<file path="src/rtl/seq_alu.sv">
// seq_alu: registered execute-stage ALU with a valid/ready request side.
// Single-cycle integer ops complete one cycle after accept. When the macro
// SEQ_ALU_MULDIV_EN is defined, MUL/MULHU use an iterative radix-2
// shift-add multiplier and DIVU/REMU an iterative restoring divider, each
// taking DATA_WIDTH iterations while in_ready_o is held low. Without the
// macro no multiply/divide hardware exists: op codes 10-13 complete as
// single-cycle ops returning zero and in_ready_o is tied high.
module seq_alu #(
    parameter int DATA_WIDTH = 32,
    parameter int CNT_WIDTH  = $clog2(DATA_WIDTH) + 1
) (
    input  logic                  clk,
    input  logic                  rst_n,
    input  logic                  in_valid_i,
    output logic                  in_ready_o,
    input  logic [DATA_WIDTH-1:0] ALUop1,
    input  logic [DATA_WIDTH-1:0] ALUop2,
    input  logic [3:0]            ALUctrl,
    output logic                  out_valid_o,
    output logic [DATA_WIDTH-1:0] ALUOut,
    output logic                  zero_o
);

    localparam int SH_W = $clog2(DATA_WIDTH);

    localparam logic [3:0] OP_ADD   = 4'd0;
    localparam logic [3:0] OP_SUB   = 4'd1;
    localparam logic [3:0] OP_AND   = 4'd2;
    localparam logic [3:0] OP_OR    = 4'd3;
    localparam logic [3:0] OP_XOR   = 4'd4;
    localparam logic [3:0] OP_SLT   = 4'd5;
    localparam logic [3:0] OP_SLTU  = 4'd6;
    localparam logic [3:0] OP_SLL   = 4'd7;
    localparam logic [3:0] OP_SRL   = 4'd8;
    localparam logic [3:0] OP_SRA   = 4'd9;
    localparam logic [3:0] OP_MUL   = 4'd10;
    localparam logic [3:0] OP_MULHU = 4'd11;
    localparam logic [3:0] OP_DIVU  = 4'd12;
    localparam logic [3:0] OP_REMU  = 4'd13;

    // Elaboration-time parameter sanity checks.
    if (DATA_WIDTH < 4) begin : g_bad_width
        $error("seq_alu: DATA_WIDTH must be at least 4");
    end
    if (CNT_WIDTH < $clog2(DATA_WIDTH) + 1) begin : g_bad_cnt
        $error("seq_alu: CNT_WIDTH too small to hold DATA_WIDTH");
    end

    logic                  accept;
    logic                  single_accept;
    logic [SH_W-1:0]       shamt;
    logic [DATA_WIDTH-1:0] single_result;

    // Only the low log2(DATA_WIDTH) bits of operand B select the shift.
    assign shamt  = ALUop2[SH_W-1:0];
    assign accept = in_valid_i && in_ready_o;

    // Result of every op that completes in the cycle after accept.
    always_comb begin
        // NOTE: default assignment first so no path through the case leaves
        // single_result unassigned, which would otherwise infer a latch.
        single_result = ALUop1 + ALUop2;
        case (ALUctrl)
            OP_ADD:   single_result = ALUop1 + ALUop2;
            OP_SUB:   single_result = ALUop1 - ALUop2;
            OP_AND:   single_result = ALUop1 & ALUop2;
            OP_OR:    single_result = ALUop1 | ALUop2;
            OP_XOR:   single_result = ALUop1 ^ ALUop2;
            OP_SLT:   single_result = {{(DATA_WIDTH-1){1'b0}},
                                       ($signed(ALUop1) < $signed(ALUop2))};
            OP_SLTU:  single_result = {{(DATA_WIDTH-1){1'b0}}, (ALUop1 < ALUop2)};
            OP_SLL:   single_result = ALUop1 << shamt;
            OP_SRL:   single_result = ALUop1 >> shamt;
            OP_SRA:   single_result = $unsigned($signed(ALUop1) >>> shamt);
            // Multiplies never finish here when the iterative unit exists.
            OP_MUL,
            OP_MULHU: single_result = '0;
`ifdef SEQ_ALU_MULDIV_EN
            // Reached only for a zero divisor: quotient saturates to all-ones
            // and the remainder is the dividend.
            OP_DIVU:  single_result = '1;
            OP_REMU:  single_result = ALUop1;
`else
            OP_DIVU,
            OP_REMU:  single_result = '0;
`endif
            default:  single_result = ALUop1 + ALUop2;
        endcase
    end

`ifdef SEQ_ALU_MULDIV_EN

    localparam logic [1:0] S_IDLE = 2'd0;
    localparam logic [1:0] S_MUL  = 2'd1;
    localparam logic [1:0] S_DIV  = 2'd2;

    logic [1:0]            state;
    logic [CNT_WIDTH-1:0]  cnt;
    // Multiply: {acc_hi, acc_lo} is the 2*DATA_WIDTH product/multiplier
    // register. Divide: acc_hi is the partial remainder, acc_lo shifts the
    // dividend out and the quotient in.
    logic [DATA_WIDTH-1:0] acc_hi;
    logic [DATA_WIDTH-1:0] acc_lo;
    logic [DATA_WIDTH-1:0] opb;      // multiplicand or divisor
    logic                  want_hi;  // MULHU/REMU return the high half

    logic                  is_mul_op;
    logic                  is_div_op;
    logic                  iter_done;

    logic [DATA_WIDTH:0]   mul_sum;
    logic [DATA_WIDTH-1:0] mul_hi_nxt;
    logic [DATA_WIDTH-1:0] mul_lo_nxt;

    logic [DATA_WIDTH:0]   div_shift;
    logic [DATA_WIDTH:0]   div_trial;
    logic                  div_ok;
    logic [DATA_WIDTH-1:0] div_hi_nxt;
    logic [DATA_WIDTH-1:0] div_lo_nxt;

    logic [DATA_WIDTH-1:0] iter_hi_nxt;
    logic [DATA_WIDTH-1:0] iter_lo_nxt;
    logic [DATA_WIDTH-1:0] iter_result;

    assign in_ready_o    = (state == S_IDLE);
    assign is_mul_op     = (ALUctrl == OP_MUL) || (ALUctrl == OP_MULHU);
    assign is_div_op     = ((ALUctrl == OP_DIVU) || (ALUctrl == OP_REMU))
                           && (ALUop2 != '0);
    assign single_accept = accept && !is_mul_op && !is_div_op;
    assign iter_done     = (state != S_IDLE) && (cnt == CNT_WIDTH'(1));

    // One shift-add step: add the multiplicand into the high half when the
    // current multiplier bit is set, then shift the whole register right,
    // pulling the carry in at the top.
    assign mul_sum    = {1'b0, acc_hi} + (acc_lo[0] ? {1'b0, opb} : '0);
    assign mul_hi_nxt = mul_sum[DATA_WIDTH:1];
    assign mul_lo_nxt = {mul_sum[0], acc_lo[DATA_WIDTH-1:1]};

    // One restoring step: shift the next dividend bit into the remainder and
    // keep the subtraction only if it did not borrow.
    assign div_shift  = {acc_hi, acc_lo[DATA_WIDTH-1]};
    assign div_trial  = div_shift - {1'b0, opb};
    assign div_ok     = !div_trial[DATA_WIDTH];
    assign div_hi_nxt = div_ok ? div_trial[DATA_WIDTH-1:0] : div_shift[DATA_WIDTH-1:0];
    assign div_lo_nxt = {acc_lo[DATA_WIDTH-2:0], div_ok};

    // Select the step result of whichever iterative unit is running.
    always_comb begin
        iter_hi_nxt = mul_hi_nxt;
        iter_lo_nxt = mul_lo_nxt;
        if (state == S_DIV) begin
            iter_hi_nxt = div_hi_nxt;
            iter_lo_nxt = div_lo_nxt;
        end
    end

    assign iter_result = want_hi ? iter_hi_nxt : iter_lo_nxt;

    // Sequencer: capture operands on accept and run DATA_WIDTH iterations.
    always_ff @(posedge clk or negedge rst_n) begin
        // NOTE: the accumulators are reset too, so an aborted operation leaves
        // no stale partial product or remainder behind.
        if (!rst_n) begin
            state   <= S_IDLE;
            cnt     <= '0;
            acc_hi  <= '0;
            acc_lo  <= '0;
            opb     <= '0;
            want_hi <= 1'b0;
        end else begin
            case (state)
                S_IDLE: begin
                    if (accept && is_mul_op) begin
                        state   <= S_MUL;
                        cnt     <= CNT_WIDTH'(DATA_WIDTH);
                        acc_hi  <= '0;
                        acc_lo  <= ALUop2;
                        opb     <= ALUop1;
                        want_hi <= (ALUctrl == OP_MULHU);
                    end else if (accept && is_div_op) begin
                        state   <= S_DIV;
                        cnt     <= CNT_WIDTH'(DATA_WIDTH);
                        acc_hi  <= '0;
                        acc_lo  <= ALUop1;
                        opb     <= ALUop2;
                        want_hi <= (ALUctrl == OP_REMU);
                    end
                end
                S_MUL, S_DIV: begin
                    acc_hi <= iter_hi_nxt;
                    acc_lo <= iter_lo_nxt;
                    cnt    <= cnt - CNT_WIDTH'(1);
                    if (iter_done) begin
                        state <= S_IDLE;
                    end
                end
                default: state <= S_IDLE;
            endcase
        end
    end

`else

    assign in_ready_o    = 1'b1;
    assign single_accept = accept;

`endif

    // Result register: single-cycle results on accept, iterative results on
    // the last iteration; zero_o tracks the value written to ALUOut.
    always_ff @(posedge clk or negedge rst_n) begin
        if (!rst_n) begin
            out_valid_o <= 1'b0;
            ALUOut      <= '0;
            zero_o      <= 1'b1;
        end else begin
            // NOTE: non-blocking assignments throughout sequential logic; the
            // default below makes out_valid_o a one-cycle pulse.
            out_valid_o <= 1'b0;
            if (single_accept) begin
                out_valid_o <= 1'b1;
                ALUOut      <= single_result;
                zero_o      <= (single_result == '0);
            end
`ifdef SEQ_ALU_MULDIV_EN
            else if (iter_done) begin
                out_valid_o <= 1'b1;
                ALUOut      <= iter_result;
                zero_o      <= (iter_result == '0);
            end
`endif
        end
    end

endmodule

</file>
<file path="config.mk">
export PLATFORM = sky130hd
export DESIGN_NAME = seq_alu
export DESIGN_NICKNAME = d
export VERILOG_FILES = /design/src/rtl/seq_alu.sv
export SDC_FILE = /design/constraint.sdc
export NUM_CORES = 1
export LEC_CHECK = 0
export ABC_AREA = 1
export ABC_CLOCK_PERIOD_IN_PS = 800
export CAP_MARGIN = 20
export CORE_ASPECT_RATIO = 1.1
export CORE_MARGIN = 2
export CORE_UTILIZATION = 50
export DETAILED_ROUTE_END_ITERATION = 12
export PLACE_DENSITY = 0.71
export SLEW_MARGIN = 20
export SYNTH_ARGS = -nofsm -noshare
export SYNTH_HDL_FRONTEND = slang
export SYNTH_SLANG_ARGS = --single-unit
</file>
<file path="constraint.sdc">
create_clock -name clk -period 0.8 [get_ports clk]
set_clock_uncertainty 0.05 [all_clocks]
set_input_delay 0.16 -clock clk [delete_from_list [all_inputs] [get_ports clk]]
set_output_delay 0.16 -clock clk [all_outputs]
set_load 0.01 [all_outputs]
</file>
==> out/qor_table.md, run 1 <==
| Step | Metric | This run |
|:---|:---|:---|
| clock tree | Number of clock sinks | 34 |
| clock tree | Root cell of the clock tree | clkbuf_16 |
| global routing | Leftover overflow at the end of global routing | 280 |
| placed design | Final HPWL DP | 45700 um |
| clock tree | Number of H-tree levels | 2 |
| synthesis | Most used flip-flop cell after synthesis | dfrtp_1 |
| die | Cell row count | 56 |
| synthesis | Yosys warnings | 0 |
| synthesis | Synthesized cell area | 0.0110 mm2 |
| synthesis | Distinct cell type count after synthesis | 51 |
| die | Chip Height | 160 um |
| run status | Stage at which the flow ended | 5_1_grt |
| placed design | Final Wtd Congestion | 1.12 |
| synthesis | Number of nets in the synthesized netlist | 2282 |
| global routing | Global-route wire length before repair | 153000 um |
| synthesis | #FFs+latches synth | 34 |
| synthesis | Number of enable flip-flop cells after synthesis | 0 |
| die | IO Count | 106 |
| run status | Run status | stopped before the end |
| die | Starting density of the core | 51.3% |
| global routing | GRT Util Overall | 82.6% |
| run status | Error msg | [ERROR GRT-0116] Global routing finished with congestion. Check the congestion regions in the DRC Viewer. |
| clock tree | Number of buffers between clock root and the deepest sink | 2 |
| synthesis | Synthesized area per cell | 5.21 um2 |
| global routing | Largest net degree at the start of global routing | 47 |
| clock tree | Hold bufs inserted after CTS | 0 |
| placed design | Count of input and output buffers | 104 |
| global routing | Number of global-route vias before repair | 25.0k |
| clock tree | CTS buffer count | 5 |
| synthesis | Count of mapped cells out of synthesis | 2112 |
| die | Die X-Extent | 145 um |
| synthesis | Fraction of synthesis flops using an asynchronous set or reset pin | 100% |
| synthesis | Sequential fraction of the synthesis area | 7.75% |
==> layer usage <==
layer,track usage (%),overflow
met5,37.7,0
met4,87.0,96
met3,68.9,7
met2,98.6,172
met1,79.9,5
==> repair_timing <==
item | CTS
setup buffers | 132
pin swaps | 279
gates resized for setup | 1342
cloned | 8
setup endpoints to repair | 68
==> cells in the mapped netlist, types with 4 or more instances <==
master    number  share of area, %
dfrtp_1       33               7.5
nor3_1        19              0.86
buf_6          8              0.82
buf_2         44               2.0
clkbuf_1      23              0.79
a21oi_1      103               4.7
inv_1        226               7.7
xor2_1         4              0.32
o211ai_1       7              0.48
a211oi_1      11              0.75
a221oi_1       5              0.40
a31oi_1        4              0.23
buf_1          8              0.27
o21bai_1      12              0.82
inv_2          9              0.31
nand3b_1       7              0.48
o221ai_1       4              0.32
nor2_1       183               6.2
nand2_2       29               1.7
nand2_1      722                25
nand4_1       28               1.6
nand3_1      365                17
o21ai_1       18              0.82
ha_1          97                11
o22ai_1       12              0.68
buf_4         14              0.96
o21ai_0       74               3.4
==> cells by family after synthesis <==
logic type	synth area share, %
AND/OR/NAND/NOR	53.5
buffers and inverters	13.0
XOR/XNOR	0.319
adder cells (fa/ha/maj)	11.4
flip-flops	7.75
AO/OA/AOI/OAI	14.0
other	0.0341
==> stage by stage <==
step | instances | area (um2) | TNS, ns | setup WS (ns) | utilization (%)
after floorplan | 2112 | 11300 | -34.64 | -1.37 | -
after global placement | 2916 | 16000 | -76.38 | -2.41 | 74.7
after detailed placement | 2916 | 16000 | -77.86 | -2.44 | 74.7
after CTS | 3049 | 20300 | -43.01 | -1.40 | 94.5
==> run 2: changes to the inputs <==
Settings changed: CORE_ASPECT_RATIO 1.1 to unset, CORE_UTILIZATION 50 to 35, PLACE_DENSITY 0.71 to unset, PLACE_DENSITY_LB_ADDON set to 0.15.
==> run 2 against run 1 <==
Compared with the run above:
- the flow now finishes, with violations (negative setup slack)
- synthesized cell count is the same
- synthesized area is the same
==> out/qor_table.md, run 2 <==
| Step | Metric | This run | Change |
|:---|:---|:---|:---|
| timing | Setup Viol. Count Final | 67 |  |
| run status | Run status | complete, but fails checks |  |
| synthesis | Most used flip-flop cell after synthesis | dfrtp_1 |  |
| route | Post-DR vias/cell | 5.46 |  |
| timing | Final number of hold-violating endpoints | 0 |  |
| route | Number of remaining DRC errors | 0 |  |
| synthesis | Synthesized area per cell | 5.21 um2 | unchanged |
| clock tree | Number of H-tree levels | 2 | unchanged |
| critical path | Startpoint-to-endpoint class of the critical path | input pin to flip-flop |  |
| die | Die X-Extent | 181 um | +25% |
| timing | Final TNS setup | -46.73 ns |  |
| flow run | Max-capacitance violation count | 0 |  |
| timing | Worst hold margin | 0.200 ns |  |
| timing | Minimum clock period | 2.32 ns |  |
| timing | RSZ-0062 raised after global routing | true |  |
| finish | Max reg flops | 32 |  |
| placed design | Cell count after placement | 3131 | +7.4% |
| timing | Final slew viol count | 0 |  |
| timing | Highest Clock Rate | 0.432 GHz |  |
| die | IO Count | 106 | unchanged |
| critical path | Worst path arrival time | 2.49 ns |  |
| clock tree | Number of buffers between clock root and the deepest sink | 2 | unchanged |
| global routing | Initial antenna violation count | 0 |  |
| route | Average detailed-routed wire length per instance | 20.2 um |  |
| route | Number of design-rule violations left by the first detailed-router iteration | 1664 |  |
| critical path | Endpoint of the most critical register-to-register path | ALUOut[17] |  |
| synthesis | Sequential fraction of the synthesis area | 7.75% | unchanged |
| die | Placeable core region | 0.0307 mm2 |  |
| die | Cell row count | 64 | +14% |
| synthesis | Cells taking the most area after synthesis | nand2_1 25%, nand3_1 17%, ha_1 11% |  |
| power | Tot Pwr | 19.8 mW |  |
| global routing | Leftover overflow at the end of global routing | 0 |  |
| power | Highest ir drop seen on vdd | 1.18 mV |  |
| finish | Fill cells | 2789 |  |
| run status | Failing checks | negative setup slack |  |
| placed design | Worst slack at placement | -2.74 ns | -0.296 ns |
| power | Leak pwr | 10.9 nW |  |
| critical path | Critical path fanouts, max | 21 |  |
| die | Starting density of the core | 35.8% | -16 points |
| route | Via count | 17.8k |  |
| critical path | Nature of the critical path endpoint | flip-flop |  |
| synthesis | Number of enable flip-flop cells after synthesis | 0 | unchanged |
| critical path | CP endpoint | zero_o |  |
| clock tree | Number of clock sinks | 34 | unchanged |
| global routing | Largest net degree at the start of global routing | 38 |  |
| critical path | Worst R2R Path Depth | 4 |  |
| route | Number of nets with antenna violations after detailed routing | 0 |  |
| synthesis | Number of nets in the synthesized netlist | 2282 | unchanged |
| critical path | Launch point of the worst path | ALUop2[0] |  |
| finish | Largest reg by FF count | ALUOut |  |
| global routing | Number of global-route vias before repair | 17.4k |  |
| synthesis | Fraction of synthesis flops using an asynchronous set or reset pin | 100% | unchanged |
| placed design | Final Wtd Congestion | 1.03 | -7.6% |
| clock tree | CTS buffer count | 5 | unchanged |
| synthesis | Count of mapped cells out of synthesis | 2112 | unchanged |
| critical path | Startpoint types | input pin |  |
| power | Power density relative to cell area | 946 mW/mm2 |  |
| global routing | GRT Util Overall | 38.3% |  |
| route | Routed wire length | 65800 um |  |
| synthesis | Dominant cell by count in the synthesized netlist | nand2_1 |  |
| finish | Number of cells in the finished layout apart from fillers | 3259 |  |
| placed design | Final HPWL DP | 52500 um | +15% |
| synthesis | Distinct cell type count after synthesis | 51 | unchanged |
| die | Die area | 0.0328 mm2 |  |
| timing | Final clock period utilization by the worst path | 290% |  |
| finish | Commonest non-fill, non-tap cell in the layout | buf_4 |  |
| finish | Commonest cells after routing, fill and taps aside | 663 x buf_4, 540 x nand2_1, 271 x nand3_1 |  |
| placed design | Count of input and output buffers | 104 | unchanged |
| synthesis | Area fraction of the dominant cell type after synthesis | 24.7% | unchanged |
| critical path | Reg2reg start | ALUOut[17] |  |
| die | Chip Height | 181 um | +14% |
| timing | Worst Setup Slack, final | -1.52 ns |  |
| clock tree | CTS tree | built |  |
| synthesis | Yosys warnings | 0 | unchanged |
| finish | Area growth syn-to-layout | 90.0% |  |
| critical path | Worst R2R Setup Slack | -0.13 ns |  |
| clock tree | Register clock-pin slew on the reported worst setup and hold paths | 0.05 ns |  |
| finish | Final nets | 3032 |  |
| finish | Antenna diode count | 0 |  |
| route | Drt first pass iters | 7 |  |
| clock tree | Source-to-sink clock delay at the later pin of the worst-skew pair | 0.28 ns |  |
| synthesis | #FFs+latches synth | 34 | unchanged |
| synthesis | Synth top cells by count | 722 x nand2_1, 365 x nand3_1, 226 x inv_1 |  |
| finish | Share of post-route cells with drive strength above 1 | 52.8% |  |
| synthesis | Synthesized cell area | 0.0110 mm2 | unchanged |
| critical path | Critical path data required time | 0.97 ns |  |
| synthesis | Post-synthesis cell type with the largest combined area | nand2_1 |  |
| worst hold path | Type of the worst min-delay path | input pin to async pin |  |
| global routing | Global-route wire length before repair | 97300 um |  |
| finish | Top Registers | ALUOut x32, out_valid_o x1, zero_o x1 |  |
| clock tree | Root cell of the clock tree | clkbuf_16 |  |
-- run 2: final cells by class --
type,count,area [um2],area share (%)
Clock buffer,7,143,0.683
Sequential cell,34,852,4.08
Timing Repair Buffer,840,6960,33.3
Tap cell,396,495,2.37
Multi-Input combinational cell,1743,11500,54.9
Inverter,238,967,4.63
Clock inverter,1,5.00,0.0240
-- run 2: timing repair --
action                                  CTS  global route
endpoints found under the setup margin   67            67
buffers inserted                         73            52
endpoints found under the hold margin     0             0
pin swaps                               184           140
cloned                                    1             0
hold buffers                              0             0
resized for setup                       888           346
-- run 2: worst min path at each step --
stage	depth (start not counted)	endpoint	slack [ns]	from
floorplan	0	ALUOut[0]	-0.19	rst_n
global placement	2	ALUOut[25]	0.41	ALUOut[25]
detailed placement	2	ALUOut[28]	0.42	ALUOut[28]
CTS	2	ALUOut[5]	0.20	rst_n
global route	2	ALUOut[4]	0.25	rst_n
finish	2	ALUOut[22]	0.20	rst_n
-- run 2: cells by family (layout without fill, tap and decap cells) --
group | after synthesis | count (layout) | share of synthesized area, %
compound gates | 268 | 268 | 14.0
xor+xnor | 4 | 4 | 0.319
fa+ha+maj | 99 | 99 | 11.4
buf+inv | 335 | 1086 | 13.0
flops | 34 | 34 | 7.75
other cells | 1 | 1 | 0.0341
simple gates | 1371 | 1371 | 53.5
-- run 2: critical path, stage by stage --
cell and delay [ns]:
buf_8 0.11, buf_8 0.14, buf_12 0.16, nand2_1 0.11, nand3_1 0.14, nand3_2 0.11
nand2_1 0.07, buf_4 0.13, nand2_1 0.09, nand2_1 0.07, nand2_1 0.08, nand2_1 0.09
nand2_1 0.11, nand4_1 0.29, nor2_1 0.17, nand2_1 0.09, nor2_2 0.19, nand3_1 0.10
nand2_1 0.06
-- run 2: routing by layer --
layer / GRT usage, % / wire length, um
met1: 48.8 / 26800
met2: 65.9 / 30600
met3: 3.37 / 5010
met4: 16.2 / 3370
met5: 0 / 0
-- run 2: per-stage QoR --
step                instance area [um2]  utilization [%]
detailed placement                17100             55.5
CTS                               19600             63.7
global route                      20900             67.9
global placement                  17100             55.5
finish                            20900             67.9
floorplan                         11300                -
-- run 2: power by group --
group          leakage, nW  switching [mW]  internal [mW]
logic                 10.4            8.41           7.31
registers            0.430           0.142           1.98
clock network       0.0739           0.684           1.23
total                 10.9            9.24           10.5
Note: power is estimated with default switching activity, not from simulation.
==> run 3: changes to the inputs <==
Settings changed: CORE_UTILIZATION 35 to 40.
==> run 3 against run 2 <==
Compared with the run above:
- register-to-register slack got worse by 0.03 ns
- via count increased by 6.7%
- non-clock buffer count fell by 29
- hold slack improved by 0.013 ns
- critical path depth is 3 lower
- the run still ends with negative setup slack left
- sequential cell count stayed put
- maximum frequency increased by 0.31%
- die area is 12% lower
- sequential power is essentially flat
==> out/qor_table.md, run 3 (synthesized netlist as in run 2, its figures left out) <==
| Step | Metric | This run | Change |
|:---|:---|:---|:---|
| run status | Run status | complete, but fails checks |  |
| run status | Failing checks | negative setup slack |  |
| placed design | Final HPWL DP | 49700 um | -5.3% |
| finish | Largest reg by FF count | ALUOut |  |
| route | Via count | 19.0k | +6.7% |
| critical path | Startpoint types | input pin |  |
| route | Number of remaining DRC errors | 0 | unchanged |
| critical path | Cells traversed along the worst timing path | buf_12 > clkbuf_16 > buf_8 > nand2_4 > nand3_1 > nand3_2 > nand2_2 > o211ai_1 > o21ai_1 > nand2_1 > nand4_1 > nor2_1 > nand2_1 > nor2_4 > nand3_2 > nand2_1 |  |
| timing | RSZ-0062 raised after global routing | true |  |
| critical path | Worst path most repeated cell | nand2_1 |  |
| critical path | Critical path data required time | 0.97 ns | about the same |
| global routing | Global Route met1 Usage | 52.5% | +3.7 points |
| critical path | Critical-path top delay cell | nand4_1 |  |
| clock tree | Number of clock sinks | 34 | unchanged |
| timing | Final number of hold-violating endpoints | 0 | unchanged |
| finish | Max reg flops | 32 | unchanged |
| die | Placeable core region | 0.0270 mm2 | -12% |
| critical path | Launch point of the worst path | ALUop2[0] |  |
| global routing | Number of global-route vias before repair | 17.1k | -1.7% |
| clock tree | Number of H-tree levels | 2 | unchanged |
| global routing | Global-route wire length before repair | 94100 um | -3.3% |
| global routing | Leftover overflow at the end of global routing | 0 | unchanged |
| die | Starting density of the core | 40.8% | +5.0 points |
| clock tree | Hold bufs inserted after CTS | 0 | unchanged |
| route | Number of design-rule violations left by the first detailed-router iteration | 2245 | +35% |
| finish | Number of cells in the finished layout apart from fillers | 3176 | -2.5% |
| route | Number of nets with antenna violations after detailed routing | 0 | unchanged |
| finish | Commonest cells after routing, fill and taps aside | 589 x buf_4, 472 x nand2_1, 235 x nand3_1 |  |
| finish | Top Registers | ALUOut x32, out_valid_o x1, zero_o x1 |  |
| power | Relative contribution of sequential cells to total power | 10.2% | -0.5 points |
| critical path | Nature of the critical path endpoint | flip-flop |  |
| global routing | Initial antenna violation count | 0 | unchanged |
| die | Chip Height | 170 um | -6.3% |
| timing | Highest Clock Rate | 0.433 GHz | +0.31% |
| placed design | Count of input and output buffers | 104 | unchanged |
| critical path | Largest incremental delay on the critical path | 0.28 ns | about the same |
| clock tree | Source-to-sink clock delay at the later pin of the worst-skew pair | 0.28 ns | about the same |
| clock tree | Register clock-pin slew on the reported worst setup and hold paths | 0.05 ns | about the same |
| power | Leak pwr | 11.1 nW | +1.7% |
| timing | Final clock period utilization by the worst path | 289% | -0.89 points |
| finish | Fill cells | 1797 | -36% |
| global routing | GRT met2 Usage | 71.4% | +5.5 points |
| finish | Share of post-route cells with drive strength above 1 | 59.3% | +6.5 points |
| power | Part of the total power dissipated in combinational logic | 80.8% | +1.2 points |
| placed design | Final Wtd Congestion | 1.06 | +2.8% |
| global routing | Global-route layer with the greatest usage | met2 |  |
| finish | Antenna diode count | 0 | unchanged |
| critical path | Worst path arrival time | 2.48 ns | about the same |
| critical path | Startpoint-to-endpoint class of the critical path | input pin to flip-flop |  |
| die | Die area | 0.0288 mm2 | -12% |
| finish | Area of all placed cells without fillers | 0.0219 mm2 | +4.9% |
| finish | Total area of multi-input combinational cells | 0.0124 mm2 | +8.5% |
| die | IO Count | 106 | unchanged |
| finish | Final nets | 3004 | -0.92% |
| placed design | Dpl cell area | 0.0163 mm2 | -4.3% |
| route | Routed wire length | 70800 um | +7.6% |
| finish | Area growth syn-to-layout | 99.4% |  |
| global routing | Global routing usage on met3 | 4.99% | +1.6 points |
| power | Switching power | 10.1 mW | +8.8% |
| die | Cell row count | 60 | -6.3% |
| power | Power density relative to cell area | 955 mW/mm2 | +0.96% |
| timing | Setup Viol. Count Final | 67 | unchanged |
| route | Drt first pass iters | 6 | -1 |
| global routing | Largest net degree at the start of global routing | 42 | +11% |
| power | Relative contribution of the clock network to total power | 9.0% | -0.7 points |
| power | Highest ir drop seen on vdd | 0.760 mV | -36% |
| power | Sw Share | 48.0% | +1.3 points |
| flow run | Max-capacitance violation count | 0 | unchanged |
| power | Cell internal pwr | 10.9 mW | +3.4% |
| die | Die X-Extent | 170 um | -6.3% |
| route | Average detailed-routed wire length per instance | 22.3 um | +10% |
| placed design | Cell count after placement | 3003 | -4.1% |
| worst hold path | Type of the worst min-delay path | input pin to async pin |  |
| clock tree | CTS buffer count | 5 | unchanged |
| clock tree | CTS tree | built |  |
| finish | Commonest non-fill, non-tap cell in the layout | buf_4 |  |
| timing | Worst Setup Slack, final | -1.51 ns | +0.00711 ns |
| critical path | Reg2reg start | ALUOut[14] |  |
| route | Post-DR vias/cell | 5.98 | +9.5% |
| timing | Final slew viol count | 0 | unchanged |
| finish | End-of-flow core utilization | 81.3% | +13 points |
| finish | Sequential cell area | 852 um2 | unchanged |
| timing | Minimum clock period | 2.31 ns | -0.00711 ns |
| clock tree | Number of buffers between clock root and the deepest sink | 2 | unchanged |
| clock tree | Root cell of the clock tree | clkbuf_16 |  |
| critical path | Critical path fanouts, max | 4 | -81% |
| global routing | GRT Util Overall | 42.5% | +4.3 points |
run 3: final timing paths:
check | endpoint | slack (ns) | cells after the start
worst max register to register | ALUOut[14] | -0.16 | 4
worst min-delay path | ALUOut[22] | 0.21 | 2
min in group clk | ALUOut[12] | 0.42 | 2
worst max-delay path | zero_o | -1.51 | 16
max in group asynchronous | zero_o | 0.25 | 2
worst min register to register | ALUOut[12] | 0.42 | 2
run 3: layout make-up:
class                           instances  area share, %
Multi-Input combinational cell       1743           56.8
Timing Repair Buffer                  811           31.9
Inverter                              238           4.75
Sequential cell                        34           3.89
Tap cell                              341           1.95
Clock buffer                            8          0.668
Timing Repair inverter                  1         0.0514
run 3: power groups by stage:
stage               combinational (mW)  sequential [mW]  clock [mW]
CTS                               13.8             2.13        1.90
global placement                  11.2             2.13           0
detailed placement                11.3             2.14           0
floorplan                         5.15             2.26           0
finish                            16.9             2.13        1.89
global route                      17.6             2.15        1.95
run 3: repair_timing:
action | 4_1_cts | 5_1_grt
gates resized for setup | 1013 | 614
pin swaps | 204 | 241
cloned | 3 | 7
endpoints found under the setup margin | 67 | 67
buffers inserted | 76 | 86
run 3: per-stage QoR:
stage               setup WS [ns]  setup TNS (ns)  power (mW)  hold slack, ns
floorplan                   -1.37          -34.64        7.41          -0.186
global placement            -2.64          -79.81        13.3           0.404
detailed placement          -2.62          -80.98        13.4           0.415
CTS                         -1.39          -50.16        17.8           0.215
global route                -1.62          -49.59        21.7           0.233
finish                      -1.51          -46.74        20.9           0.213
run 3: critical path: cells and delay by family:
kind	cells	cell delay [ns]
AO/OA/AOI/OAI	2	0.38
buffers and inverters	3	0.46
AND/OR/NAND/NOR	11	1.49
run 3: per-layer routing:
metal,vias to the layer above,share of wire [%]
li1,8341,-
met1,8765,36
met2,1434,44
met3,459,11
met4,0,9.0
met5,-,0
